**src/rtl/phy_tx_stripe_ser.sv**
```systemverilog
// N-lane round-robin striping serializer: words are grouped NUM_LANES at a time and shifted out MSB-first,
// with all lanes aligned on DATA_W-cycle word periods. Macro STRIPE_PARTIAL_FLUSH_EN enables partial-group flush.
module phy_tx_stripe_ser #(
    parameter int               NUM_LANES = 2,
    parameter int               DATA_W    = 32,
    parameter int               SYM_W     = 8,
    parameter logic [SYM_W-1:0] IDLE_SYM  = 8'hBC
) (
    input  logic                 clk_32f,
    input  logic                 reset_L,
    input  logic [NUM_LANES-1:0] active_lane,
    input  logic                 valid_in,
    input  logic [DATA_W-1:0]    data_in,
    output logic                 ready_out,
    output logic [NUM_LANES-1:0] data_out_lane,
    output logic [NUM_LANES-1:0] valid_out_lane,
    output logic                 word_start
);
    localparam int              CW        = (DATA_W > 1) ? $clog2(DATA_W) : 1;
    localparam int              PW        = (NUM_LANES > 1) ? $clog2(NUM_LANES) : 1;
    localparam logic [CW-1:0]   LAST_BIT  = CW'(DATA_W - 1);
    localparam logic [PW-1:0]   LAST_LANE = PW'(NUM_LANES - 1);
    localparam logic [DATA_W-1:0] IDLE_WORD = {(DATA_W / SYM_W){IDLE_SYM}};

    logic [CW-1:0]        bit_cnt;
    logic [PW-1:0]        ptr;
    logic [PW-1:0]        ptr_nxt;
    logic [NUM_LANES-1:0] full;
    logic [NUM_LANES-1:0] full_nxt;
    logic [NUM_LANES-1:0] load_mask;
    logic [DATA_W-1:0]    holding [NUM_LANES];
    logic [DATA_W-1:0]    shift_q [NUM_LANES];
    logic                 active;
    logic                 boundary;
    logic                 group_load;
    logic                 accept;

    assign active     = &active_lane;
    assign boundary   = (bit_cnt == LAST_BIT);
    assign group_load = boundary & active & (&full);
    // A full group leaving at this edge frees holding[0] for a same-cycle write: zero-bubble streaming.
    assign ready_out  = active & (~full[ptr] | group_load);
    assign accept     = valid_in & ready_out;

`ifdef STRIPE_PARTIAL_FLUSH_EN
    logic flush;
    assign flush = boundary & active & (ptr != '0) & ~(&full) & ~valid_in;
`endif

    always_comb begin
        // NOTE: every signal driven here gets a default first, so no path can infer a latch.
        load_mask = '0;
        full_nxt  = full;
        ptr_nxt   = ptr;
        if (group_load) begin
            load_mask = '1;
            full_nxt  = '0;
        end
`ifdef STRIPE_PARTIAL_FLUSH_EN
        else if (flush) begin
            for (int i = 0; i < NUM_LANES; i++) begin
                if (PW'(i) < ptr) begin
                    load_mask[i] = 1'b1;
                    full_nxt[i]  = 1'b0;
                end
            end
            ptr_nxt = '0;
        end
`endif
        if (accept) begin
            full_nxt[ptr] = 1'b1;
            ptr_nxt       = (ptr == LAST_LANE) ? '0 : ptr + PW'(1);
        end
    end

    // NOTE: sequential state uses non-blocking assignments so every register sees pre-edge values.
    always_ff @(posedge clk_32f or negedge reset_L) begin
        if (!reset_L) begin
            bit_cnt        <= '0;
            ptr            <= '0;
            full           <= '0;
            valid_out_lane <= '0;
            word_start     <= 1'b0;
            for (int i = 0; i < NUM_LANES; i++) begin
                shift_q[i] <= '0;
            end
        end else begin
            bit_cnt    <= boundary ? '0 : bit_cnt + CW'(1);
            word_start <= boundary;
            ptr        <= ptr_nxt;
            full       <= full_nxt;
            if (boundary) begin
                valid_out_lane <= load_mask;
            end
            for (int i = 0; i < NUM_LANES; i++) begin
                if (boundary) begin
                    shift_q[i] <= load_mask[i] ? holding[i] : IDLE_WORD;
                end else begin
                    shift_q[i] <= {shift_q[i][DATA_W-2:0], 1'b0};
                end
            end
        end
    end

    // NOTE: holding data is not reset; the full flags alone say whether an entry is meaningful.
    always_ff @(posedge clk_32f) begin
        if (accept) begin
            holding[ptr] <= data_in;
        end
    end

    for (genvar g = 0; g < NUM_LANES; g++) begin : g_lane_out
        assign data_out_lane[g] = shift_q[g][DATA_W-1];
    end

endmodule

```
**config.mk**
```make
export PLATFORM = sky130hd
export DESIGN_NAME = phy_tx_stripe_ser
export DESIGN_NICKNAME = d
export VERILOG_FILES = /design/src/rtl/phy_tx_stripe_ser.sv
export SDC_FILE = /design/constraint.sdc
export NUM_CORES = 1
export LEC_CHECK = 0
export BUFFER_PORTS_ARGS = -buffer_cell sky130_fd_sc_hd__buf_2
export CAP_MARGIN = 20
export CORE_UTILIZATION = 45
export DETAILED_ROUTE_END_ITERATION = 6
export SLEW_MARGIN = 20
export SYNTH_ARGS = -nofsm -noshare
export SYNTH_HDL_FRONTEND = slang
export SYNTH_SLANG_ARGS = --single-unit
export TNS_END_PERCENT = 10
```
**constraint.sdc**
```tcl
create_clock -name clk_32f -period 5.9 [get_ports clk_32f]
set_input_delay 0.59 -clock clk_32f [delete_from_list [all_inputs] [get_ports clk_32f]]
set_output_delay 0.59 -clock clk_32f [all_outputs]
set_load 0.01 [all_outputs]
```
# [Word-level counts from Yosys, hierarchy flattened]
# Memory sizes are Yosys's and may differ from the RTL's.
# Cells that the tools add are included.
[word_totals] ff_bits=75 ram_bits=64 inputBits=37 output_inout_bits=6 memories=1
[mem_list] memory="holding" words=2 word_bits=32 rd=2 rd_clocked_by_memory_dff=0 wr=1 line_no="31" text="logic [DATA_W-1:0] holding [NUM_LANES];"
[op_classes] add_sub_neg=2 n_lt_le_gt_ge=2 eq_ne=1 mux=15 n_bitwise=7 reduce_logical=3
[ops] operator="2-to-1 mux 32 bit" n=4
[ops] operator="2-to-1 mux 1 bit" n=6
[ops] operator="2-to-1 mux 2 bit" n=3
[ops] operator="adder 5 x 1 -> 5 bit (second input constant)" n=1
[ops] operator="equality test 5 bit (second input constant)" n=1
[ops] operator="2-to-1 mux 5 bit" n=1
[ops] operator="AND 1 bit" n=4
[ops] operator="AND reduction 2 bit" n=2
[ops] operator="< comparator 1 x 2 -> 1 bit (second input constant)" n=1
[ops] operator="bitwise OR 2 bit" n=1
[ops] operator="adder 1 bit (second input constant)" n=1
[ops] operator="demux 1 bit (select 1 bit)" n=1
[ops] operator=">= comparator 1 bit (second input constant)" n=1
[ops] operator="logical AND 1 bit" n=1
[ops] operator="inverter 1 bit" n=1
[ops] operator="bitwise OR 1 bit" n=1

# [Logic depth before layout (Yosys ltp)]
# Gate-level depths: netlist (run 1).
[logic_depth] word_depth=8 ltp_mapped=8

# [Worst setup path before layout (run 1)]
# No wires, ideal clock.
[synth_timing] kind="flip-flop to flip-flop" from="reg bit_cnt[0]" to="mem holding[0][0] (enable)" t_arrival_ns=3.639 slack_ns=1.788 stages_incl_launch_ff=7 period_less_slack_ns=4.112 path_cell_list="dfrtp_1 ha_1 and3_1 ha_1 buf_2 nand2_1 a211oi_1"
[synth_between] elab_chain_len=8
[synth_lines] item="start, declared" line_no="25" text="logic [CW-1:0] bit_cnt;"
[synth_lines] item="start signal, assigned" line_no="88" text="bit_cnt <= boundary ? '0 : bit_cnt + CW'(1);"
[synth_lines] item="equality test 5 bit" line_no="39" text="assign boundary = (bit_cnt == LAST_BIT);"
[synth_lines] item="via boundary" line_no="34" text="logic boundary;"
[synth_lines] item="AND 1 bit (2 in a row)" line_no="40" text="assign group_load = boundary & active & (&full);"
[synth_lines] item="bitwise OR 1 bit" line_no="42" text="assign ready_out = active & (~full[ptr] | group_load);"
[synth_lines] item="AND 1 bit" line_no="42"
[synth_lines] item="AND 1 bit" line_no="43" text="assign accept = valid_in & ready_out;"
[synth_lines] item="2-to-1 mux 1 bit" line_no="107" text="if (accept) begin"
[synth_lines] item="2-to-1 mux 1 bit (not written as such)" line_no="108" text="holding[ptr] <= data_in;"
[synth_lines] item="end, declared" line_no="31"
# The timed path passes the listed nets, and every way through them passes these cells.

# [Worst setup path after layout (run 1)]
[layout_timing] from="reg bit_cnt[0]" to="out ready_out"
[layout_between] elab_chain_len=5
[layout_lines] item="equality test 5 bit" line_no="39"
[layout_lines] item="via boundary" line_no="34"
[layout_lines] item="AND 1 bit (2 in a row)" line_no="40"
[layout_lines] item="bitwise OR 1 bit" line_no="42"
[layout_lines] item="AND 1 bit" line_no="42"
[layout_lines] item="end, declared" line_no="14" text="output logic ready_out,"
# The timed path passes the listed nets, and every way through them passes these cells.

==> results of run 1 <==
[cell type report]
| class | instances | area [µm²] |
|---|---|---|
| Inverter | 2 | 7.51 |
| Clock buffer | 23 | 509 |
| Tap cell | 133 | 166 |
| Timing Repair Buffer | 47 | 248 |
| Multi-Input combinational cell | 92 | 762 |
| Clock inverter | 9 | 155 |
| Sequential cell | 138 | 3770 |
| Fill cell | 770 | 4240 |
[report_power, final]
group          internal, mW  leakage (nW)  switching (mW)  total (mW)
Sequential             1.04          1.51          0.0223        1.06
Clock                 0.773         0.325           0.378        1.15
Combinational        0.0307         0.452          0.0377      0.0684
Total                  1.84          2.29           0.438        2.28
[routing by layer]
metal | GRT usage | vias up
met4 | 0.0878 | 0
met1 | 0.232 | 1197
met2 | 0.250 | 67
met5 | 0 | -
met3 | 0.0383 | 9
li1 | - | 1055
[cell usage after synthesis (3+ instances only)]
cell	count	area (µm²)
buf_2	4	20.0
a22o_1	22	193
buf_4	3	22.5
buf_6	4	45.0
nor2_1	3	11.3
clkbuf_1	5	18.8
o22a_1	40	350
edfxtp_1	64	1920
nand2_1	4	15.0
a21o_1	3	22.5
dfrtp_1	74	1850
[cells by family (layout without fill, tap and decap cells)]
family,after synthesis,count (layout)
DFF,138,138
and+or+nand+nor,17,17
buffers and inverters,19,81
xor gates and xnor gates,2,2
AOI/OAI and AO/OA,71,71
adders and majority gates,2,2
[metrics by stage]
step                      worst slack (ns)  hold WS [ns]  utilization  std cells
after CTS                             2.80         0.254        0.569        444
final                                 2.83         0.275        0.570        444
after detailed placement              2.93         0.444        0.502        412
after global placement                3.02         0.432        0.502        412
after floorplan                       1.79         0.294            -        249
after global routing                  2.60         0.252        0.570        444
[registers in the layout, indices dropped and copies added, names as in the netlist]
register / count
holding: 64
ptr: 1
valid_out_lane: 1
full: 2
bit_cnt: 5
data_out_lane: 2
word_start: 1
shift_q: 62
[worst max path at each step]
stage | start | to | slack (ns) | depth (start not counted)
finish | bit_cnt[0] | ready_out | 2.83 | 6
global route | bit_cnt[0] | ready_out | 2.60 | 6
CTS | bit_cnt[0] | ready_out | 2.80 | 6
detailed placement | bit_cnt[0] | holding[1][29] | 2.93 | 6
global placement | bit_cnt[0] | holding[1][28] | 3.02 | 6
floorplan | bit_cnt[0] | holding[0][0] | 1.79 | 6
[critical path, stage by stage (launching register included)]
cell	delay [ns]
dfrtp_1	0.37
ha_1	0.20
and3_1	0.17
ha_1	0.73
nand3_2	0.21
a21oi_1	0.17
buf_2	0.15
[layout by cell type (no fill, tap or decap)]
master	n
dfrtp_1	74
edfxtp_1	64
buf_2	42
o22a_1	40
a22o_1	22
clkbuf_16	18
buf_4	5
nand2_1	4
clkbuf_8	4
bufinv_16	4
nor2_1	3
a21o_1	3
inv_1	2
and2_1	2
nand3_1	2
ha_1	2
clkinv_2	2
nand3_2	1
or2_1	1
nor2_4	1
xor2_1	1
xnor2_1	1
o21ai_0	1
a21oi_1	1
a211oi_4	1
and3_1	1
nand4_1	1
a21oi_4	1
a31oi_1	1
a211oi_1	1
nor3_1	1
clkinvlp_4	1
inv_6	1
clkbuf_1	1
clkinv_4	1
==> results.md, run 1 <==
- CTS max path bufs: 2
- Htree depth: 4
- Max Slew Vio Count: 0
- Wl on met1: 3580 µm
- Synth Area in Adders: 0.00541
- Routed wire length: 7890 µm
- Post-Place Cell Area: 0.00495 mm²
- Port bufs: 42
- Iter 0 DRT Violations: 116
- Worst slew pin tran: 0.945 ns
- Max-capacitance violation count: 0
- Top layer in use: met4
- CP Capture Type: output port
- FF-to-FF Start: bit_cnt[0]
- Hold EP: holding[0][4]
- ANT nets after route: 0
- Yosys cell types: 28
- CP max FO: 23
- Via count: 2328
- Leakage Power: 2.29 nW
- Data arrival, critical path: 2.48 ns
- Inserted Clock Buffers: 17
- Worst-skew pair later-pin latency: 0.50 ns
- Final HPWL DP: 4220 µm
- Clk_skew: 0.0113 ns
- Worst-path clk slew: 0.06 ns
- Cell Pwr Density: 406 mW/mm²
- FF+latch count, synth: 138
- Rows: 36
- Metal3 WL: 386 µm
- Vias in the first global route: 2363
- Initial Util: 0.469
- Syn Inst Count: 249
- Worst hold path startpoint: data_in[4]
- Total power: 2.28 mW
- Largest family of logic cells by synthesized area: compound AO/OA/AOI/OAI gates
- Status: finished clean
- Sequential element share of the synthesized area: 0.816
- All-Layer GR Usage: 0.167
- Ports: 43
- Synth Cell Area: 0.00462 mm²
- CTS tree: built
- Proportion of synthesized area in mux cells: 0
- Clock Tree Root: clkbuf_8
- Fin. Hold Viols: 0
- Die ar.: 0.0107 mm²
- DRT Pass-1 Iters: 4
- Syn_area_per_cell: 18.6 µm²
- Fraction of registers with async set/reset: 0.536
- Yosys warns: 0
- Flop2flop setup slack: 2.98 ns
- Worst path required time: 5.31 ns
- Initial antenna violation count: 0
- Largest net degree at the start of global routing: 75
- F_max: 0.325 GHz
- PostCTS Resize Cnt: 0
- Relative slew slack: 0.370
- CP Launch Type: register
- N_diodes: 0
- First-pass GRT wire length: 12600 µm
- Compound-Gate Fraction of Synth Area: 0.130
- Simple-gate portion of the synthesized area: 0.0192
- Post-CTS Setup Inserts: 0
- Setup Crit Path Kind: register to output port
- Placer Congestion: 0.649
- Finished layout cell area: 0.00562 mm²
- Residual DRC: 0
- Clock Sinks: 138
- Fin crit share: 0.521
- Hold Path Class: primary input to register
- Post-CTS Hold Buffers: 0
- XOR/XNOR Fraction of Synth Area: 0.00379
- Worst flop-to-flop path endpoint: shift_q[11]
- Met2 WL: 3850 µm
- RSZ-0062 raised after global routing: no
- EDFF count, synth: 64
- Fin Setup TNS: 0 ns
- Hold Crit Depth: 1
- Via/cell ratio: 5.24
- # setup viols final: 0
- Min Tclk post-route: 3.07 ns
- Die H: 103 µm
- Core area: 0.00986 mm²
- VDD IR-drop max: 239 µV
- FF-to-FF path depth: 7
- Nets: 337
- Area grow syn2layout: 21.6%
- Total grt overflow: 0
- Syn Nets: 288
- WL per Instance: 17.8 µm
- Top FF cell, synth: dfrtp_1
- Die W: 103 µm
- Layout cells sized above 1: 0.264
(Power assumes the default switching activity.)
==> inputs of run 2 (changes only) <==
--- a/config.mk
+++ b/config.mk
@@ -9,6 +9,7 @@
 export CAP_MARGIN = 20
 export CORE_UTILIZATION = 45
 export DETAILED_ROUTE_END_ITERATION = 6
+export PLACE_DENSITY = 0.66
 export SLEW_MARGIN = 20
 export SYNTH_ARGS = -nofsm -noshare
 export SYNTH_HDL_FRONTEND = slang
==> constraint.sdc (replaced) <==
create_clock -name clk_32f -period 2.66 [get_ports clk_32f]
set_input_delay 0.266 -clock clk_32f [delete_from_list [all_inputs] [get_ports clk_32f]]
set_output_delay 0.266 -clock clk_32f [all_outputs]
set_load 0.01 [all_outputs]
==> results.md, run 2 (synthesis gave the netlist of run 1 again) <==
- CTS tree: built (unchanged)
- N_diodes: 0 (unchanged)
- Seq pwr share: 0.488 (was 0.466)
- Finished layout cell area: 0.00594 mm² (was 0.00562 mm²)
- Worst flop-to-flop path endpoint: shift_q[40] (was shift_q[11])
- CTS max path bufs: 2 (unchanged)
- Port bufs: 42 (unchanged)
- Cell Pwr Density: 815 mW/mm² (was 406 mW/mm²)
- Final HPWL DP: 4340 µm (was 4220 µm)
- Initial antenna violation count: 0 (unchanged)
- Fin Setup TNS: 0 ns (unchanged)
- Area grow syn2layout: 28.4% (was 21.6%)
- Residual DRC: 0 (unchanged)
- Worst-skew pair later-pin latency: 0.50 ns (about the same)
- Fin crit share: 0.845
- Sw Share: 0.201 (was 0.192)
- Worst slew pin tran: 0.761 ns (was 0.945 ns)
- All-Layer GR Usage: 0.170 (was 0.167)
- Max Slew Vio Count: 0 (unchanged)
- Largest register FFs: 64 (unchanged)
- Die H: 103 µm (unchanged)
- Setup Crit Path Kind: register to register (was register to output port)
- Fin. Hold Viols: 0 (unchanged)
- Clock Sinks: 138 (unchanged)
- CP max FO: 32 (was 23)
- Worst path required time: 3.10 ns (was 5.31 ns)
- RSZ-0062 raised after global routing: no (unchanged)
- Post-Place Cell Area: 0.00500 mm² (was 0.00495 mm²)
- Layout cells sized above 1: 0.250 (was 0.264)
- Reg area: 0.00377 mm² (unchanged)
- Max-capacitance violation count: 0 (unchanged)
- Status: finished clean (unchanged)
- Hold Path Class: primary input to register (unchanged)
- Ports: 43 (unchanged)
- Hold Crit Depth: 3 (was 1)
- Flop2flop setup slack: 0.41 ns (was 2.98 ns)
- Placed insts: 415 (was 412)
- Htree depth: 4 (unchanged)
- Via count: 2434 (was 2328)
- Clk pwr share: 0.473 (was 0.504)
- Multi-input gate area: 757 µm² (was 762 µm²)
- Final Non-Filler Cells: 481 (was 444)
- Relative slew slack: 0.492 (was 0.370)
- VDD IR-drop max: 465 µV (was 239 µV)
- Initial Util: 0.469 (unchanged)
- Vias in the first global route: 2573 (was 2363)
- Data arrival, critical path: 2.69 ns (was 2.48 ns)
- Placer Congestion: 0.683 (was 0.649)
- Rows: 36 (unchanged)
- Total grt overflow: 0 (unchanged)
- Commonest non-fill, non-tap cell in the layout: dfrtp_1 (unchanged)
- Sw Pwr: 971 µW (was 438 µW)
- Post-CTS Setup Inserts: 0 (unchanged)
- FF-to-FF path depth: 6 (was 7)
- ANT nets after route: 0 (unchanged)
- WL per Instance: 16.4 µm (was 17.8 µm)
- Routed wire length: 7900 µm (was 7890 µm)
- Die ar.: 0.0107 mm² (unchanged)
- CP Capture Type: register (was output port)
- Internal power: 3.87 mW (was 1.84 mW)
- Die W: 103 µm (unchanged)
- Min Tclk post-route: 2.25 ns
- Hold EP: ptr (was holding[0][4])
- Via/cell ratio: 5.06 (was 5.24)
- F_max: 0.445 GHz
- First-pass GRT wire length: 12900 µm (was 12600 µm)
- DRT Pass-1 Iters: 5 (was 4)
- # setup viols final: 0 (unchanged)
- # fillers: 716 (was 770)
- Core area: 0.00986 mm² (unchanged)
- Most flops, register: holding (unchanged)
- FF-to-FF Start: bit_cnt[0] (unchanged)
- CP Launch Type: register (unchanged)
- Biggest registers after layout: holding (64), shift_q (62), bit_cnt (5) (unchanged)
- Combinational Power Share: 0.040 (was 0.030)
- Clock Tree Root: clkbuf_8 (unchanged)
- Beginning of the critical path: bit_cnt[0] (unchanged)
- Worst-path clk slew: 0.06 ns (about the same)
- Largest net degree at the start of global routing: 75 (unchanged)
- Iter 0 DRT Violations: 144 (was 116)
- Worst hold path startpoint: active_lane[1] (was data_in[4])
- Most frequent cells in the layout: dfrtp_1 (74), edfxtp_1 (64), buf_2 (42), o22a_1 (40), dlygate4sd3_1 (33) (was dfrtp_1 (74), edfxtp_1 (64), buf_2 (42), o22a_1 (40), a22o_1 (22))
- Leakage Power: 2.42 nW (was 2.29 nW)
- Clk_skew: 0.00824 ns (was 0.0113 ns)
- Nets: 374 (was 337)
- Inserted Clock Buffers: 17 (unchanged)
==> run 2: changes by cell type in the layout (fill, tap and decap cells not counted), sizes merged <==
cell	change
dlygate4sd3	+33
buf	+4
bufinv	-2
clkinv	+2
clkinvlp	+2
clkbuf	-1
inv	-1
==> run 2: power by group through the flow <==
stage	Combinational, mW	Sequential, mW	Clock (mW)
2_1_floorplan	0.0738	2.39	0
3_3_place_gp	0.152	2.40	0
3_5_place_dp	0.159	2.40	0
4_1_cts	0.196	2.36	2.33
5_1_grt	0.214	2.37	2.41
6_report	0.192	2.36	2.29
==> run 2: area by class of cell <==
class / count / area share
Clock buffer: 22 / 0.0813
Timing Repair Buffer: 84 / 0.107
Tap cell: 133 / 0.0280
Sequential cell: 138 / 0.635
Multi-Input combinational cell: 92 / 0.127
Inverter: 2 / 0.00126
Clock inverter: 10 / 0.0194
==> run 2: layer usage <==
metal  part of all wire  GRT usage  wire (µm)
met1               0.46      0.219       3660
met2               0.50      0.273       3920
met3              0.027     0.0464        212
met4              0.013     0.0780        106
met5                  0          0          0
==> run 2: how the worst max path moves through the flow <==
stage / cells after the start / end / slack, ns
after CTS: 6 / shift_q[49] / 0.40
after global placement: 6 / shift_q[40] / 0.53
after global routing: 6 / shift_q[49] / 0.25
after floorplan: 6 / holding[0][0] / 0.13
after detailed placement: 6 / shift_q[40] / 0.43
final: 6 / shift_q[40] / 0.41
==> run 2: per-stage QoR <==
step / utilization / total power, mW / hold WS [ns] / setup slack, ns
after detailed placement: 0.507 / 2.56 / 0.329 / 0.428
final: 0.602 / 4.84 / 0.132 / 0.412
after global routing: 0.602 / 5.00 / 0.140 / 0.247
after floorplan: - / 2.46 / -0.0296 / 0.126
after global placement: 0.507 / 2.55 / 0.325 / 0.526
after CTS: 0.601 / 4.89 / 0.110 / 0.400
==> run 2: worst max-delay path, stage by stage, from the launching register on <==
cell,delay [ns]
dfrtp_1,0.40
ha_1,0.23
and3_1,0.18
ha_1,0.24
buf_4,0.26
inv_1,0.60
a22o_1,0.26
==> run 2: repair_timing <==
| item | CTS | global route |
|---|---|---|
| gates resized for setup | 0 | 0 |
| hold buffers | 33 | 0 |
| hold endpoints to repair | 138 | 0 |
==> inputs of run 3 (changes only) <==
--- a/config.mk
+++ b/config.mk
@@ -9,7 +9,6 @@
 export CAP_MARGIN = 20
 export CORE_UTILIZATION = 45
 export DETAILED_ROUTE_END_ITERATION = 6
-export PLACE_DENSITY = 0.66
 export SLEW_MARGIN = 20
 export SYNTH_ARGS = -nofsm -noshare
 export SYNTH_HDL_FRONTEND = slang
==> constraint.sdc (replaced) <==
create_clock -name clk_32f -period 2.22 [get_ports clk_32f]
set_input_delay 0.222 -clock clk_32f [delete_from_list [all_inputs] [get_ports clk_32f]]
set_output_delay 0.222 -clock clk_32f [all_outputs]
set_load 0.01 [all_outputs]
==> results.md, run 3 (synthesis gave the netlist of run 1 again) <==
- Met2 WL: 3900 µm (was 3920 µm)
- Via count: 2419 (was 2434)
- Post-layout util: 0.603 (was 0.602)
- Largest register FFs: 64 (unchanged)
- Inserted Clock Buffers: 17 (unchanged)
- DRT Pass-1 Iters: 6 (was 5)
- Metal3 WL: 226 µm (was 212 µm)
- Commonest non-fill, non-tap cell in the layout: dfrtp_1 (unchanged)
- Post-Place Cell Area: 0.00503 mm² (was 0.00500 mm²)
- Most frequent cells in the layout: dfrtp_1 (74), edfxtp_1 (64), buf_2 (42), o22a_1 (40), dlygate4sd3_1 (33) (unchanged)
- Worst-path clk slew: 0.06 ns (about the same)
- VDD IR-drop max: 684 µV (was 465 µV)
- Clock Tree Root: clkbuf_8 (unchanged)
- Delay-heaviest family, CP: adder cells (was buffers and inverters)
- Port bufs: 42 (unchanged)
- Setup Crit Path Kind: register to output port (was register to register)
- Core area: 0.00986 mm² (unchanged)
- Fin. Hold Viols: 0 (unchanged)
- Worst slew pin tran: 0.790 ns (was 0.761 ns)
- CTS tree: built (unchanged)
- ANT nets after route: 0 (unchanged)
- Bufs and invs on worst path: 1 (was 2)
- Min Tclk post-route: 2.10 ns
- Placer Congestion: 0.703 (was 0.683)
- Via/cell ratio: 5.05 (was 5.06)
- CTS max path bufs: 2 (unchanged)
- Final HPWL DP: 4120 µm (was 4340 µm)
- Clock Sinks: 138 (unchanged)
- Total grt overflow: 0 (unchanged)
- Placed insts: 414 (was 415)
- Clk_skew: 0.00737 ns (was 0.00824 ns)
- N_diodes: 0 (unchanged)
- Nets: 372 (was 374)
- FF-to-FF Start: bit_cnt[0] (unchanged)
- Max-capacitance violation count: 0 (unchanged)
- Die ar.: 0.0107 mm² (unchanged)
- Max Slew Vio Count: 0 (unchanged)
- Data arrival, critical path: 1.88 ns (was 2.69 ns)
- Biggest registers after layout: holding (64), shift_q (62), bit_cnt (5) (unchanged)
- All-Layer GR Usage: 0.173 (was 0.170)
- Worst path required time: 2.00 ns (was 3.10 ns)
- Htree depth: 4 (unchanged)
- Final Non-Filler Cells: 479 (was 481)
- Die W: 103 µm (unchanged)
- Cell Pwr Density: 975 mW/mm² (was 815 mW/mm²)
- Residual DRC: 0 (unchanged)
- Fin crit share: 0.945
- Top layer in use: met4 (unchanged)
- WL per Instance: 16.8 µm (was 16.4 µm)
- Beginning of the critical path: bit_cnt[0] (unchanged)
- Initial Util: 0.469 (unchanged)
- F_max: 0.477 GHz
- Ports: 43 (unchanged)
- Iter 0 DRT Violations: 113 (was 144)
- Vias in the first global route: 2579 (was 2573)
- CP Capture Type: output port (was register)
- Layout cells sized above 1: 0.257 (was 0.250)
- Routed wire length: 8050 µm (was 7900 µm)
- Finished layout cell area: 0.00595 mm² (was 0.00594 mm²)
- Crit-path max cell delay: 0.37 ns (was 0.60 ns)
- CP Launch Type: register (unchanged)
- Worst hold path startpoint: active_lane[1] (unchanged)
- Hold Path Class: primary input to register (unchanged)
- Status: finished clean (unchanged)
- Relative slew slack: 0.473 (was 0.492)
- Leakage Power: 2.40 nW (was 2.42 nW)
- CP cell instances: ha_2 -> and3_4 -> ha_4 -> nand3_2 -> a21oi_2 -> buf_2 (was ha_1 -> and3_1 -> ha_1 -> buf_4 -> inv_1 -> a22o_1)
- Wl on met1: 3820 µm (was 3660 µm)
- Worst-skew pair later-pin latency: 0.52 ns (was 0.50 ns)
- CP max FO: 8 (was 32)
- RSZ-0062 raised after global routing: no (unchanged)
- Area grow syn2layout: 28.6% (was 28.4%)
- Die H: 103 µm (unchanged)
- Largest net degree at the start of global routing: 75 (unchanged)
- First-pass GRT wire length: 12800 µm (was 12900 µm)
- # setup viols final: 0 (unchanged)
- Most flops, register: holding (unchanged)
- Rows: 36 (unchanged)
- Slowest cell on the critical path: dfrtp_1 (was inv_1)
- Initial antenna violation count: 0 (unchanged)
==> run 3: worst reg2reg max path: cells and delay by family (launching register included) <==
family	cells	cell delay (ns)
buffers and inverters	1	0.28
AOI/OAI and AO/OA	1	0.24
adders and majority gates	2	0.39
DFF	1	0.37
and+or+nand+nor	3	0.54
==> run 3: path summary, 6_finish.rpt <==
path                       slack [ns]  depth (start not counted)           to
max                              0.12                          6    ready_out
min                              0.06                          3          ptr
max reg2reg                      0.27                          7  shift_q[13]
min reg2reg                      0.45                          1   shift_q[0]
max in group asynchronous        1.63                          3  shift_q[37]
min in group asynchronous        0.24                          3          ptr
==> run 3: layer usage <==
metal / vias to the layer above / GRT usage
met2: 50 / 0.274
met3: 8 / 0.0565
met1: 1236 / 0.217
li1: 1125 / -
met5: - / 0
met4: 0 / 0.0813
==> run 3: area by class of cell <==
class	count	area (µm²)
well taps	133	166
multi-input cells	92	788
clock inverters	15	166
fillers	732	3920
flip-flops and latches	138	3770
clock buffers	17	414
inverters	2	7.51
repair buffers	82	631
==> run 3: timing repair <==
item / in CTS / in global routing
hold endpoints to repair: 138 / 0
resized for setup: 0 / 1
setup buffers: 0 / 0
setup endpoints to repair: 0 / 1
hold buffers: 33 / 0
==> run 3: metrics by stage <==
stage	worst slack, ns	hold slack [ns]	TNS [ns]	power (mW)
final	0.122	0.0621	0	5.80
after global routing	0.00653	0.0609	0	5.99
after global placement	0.345	0.289	0	3.07
after detailed placement	0.283	0.290	0	3.07
after CTS	0.0718	0.0359	0	5.84
after floorplan	-0.185	-0.0736	-5.91	2.96
==> run 3: power breakdown <==
part	leakage, nW	total, mW	internal, mW	switching, mW
clock	0.271	2.73	1.62	1.11
sequential	1.51	2.83	2.77	0.0662
combinational	0.619	0.233	0.127	0.107
total	2.40	5.80	4.51	1.29
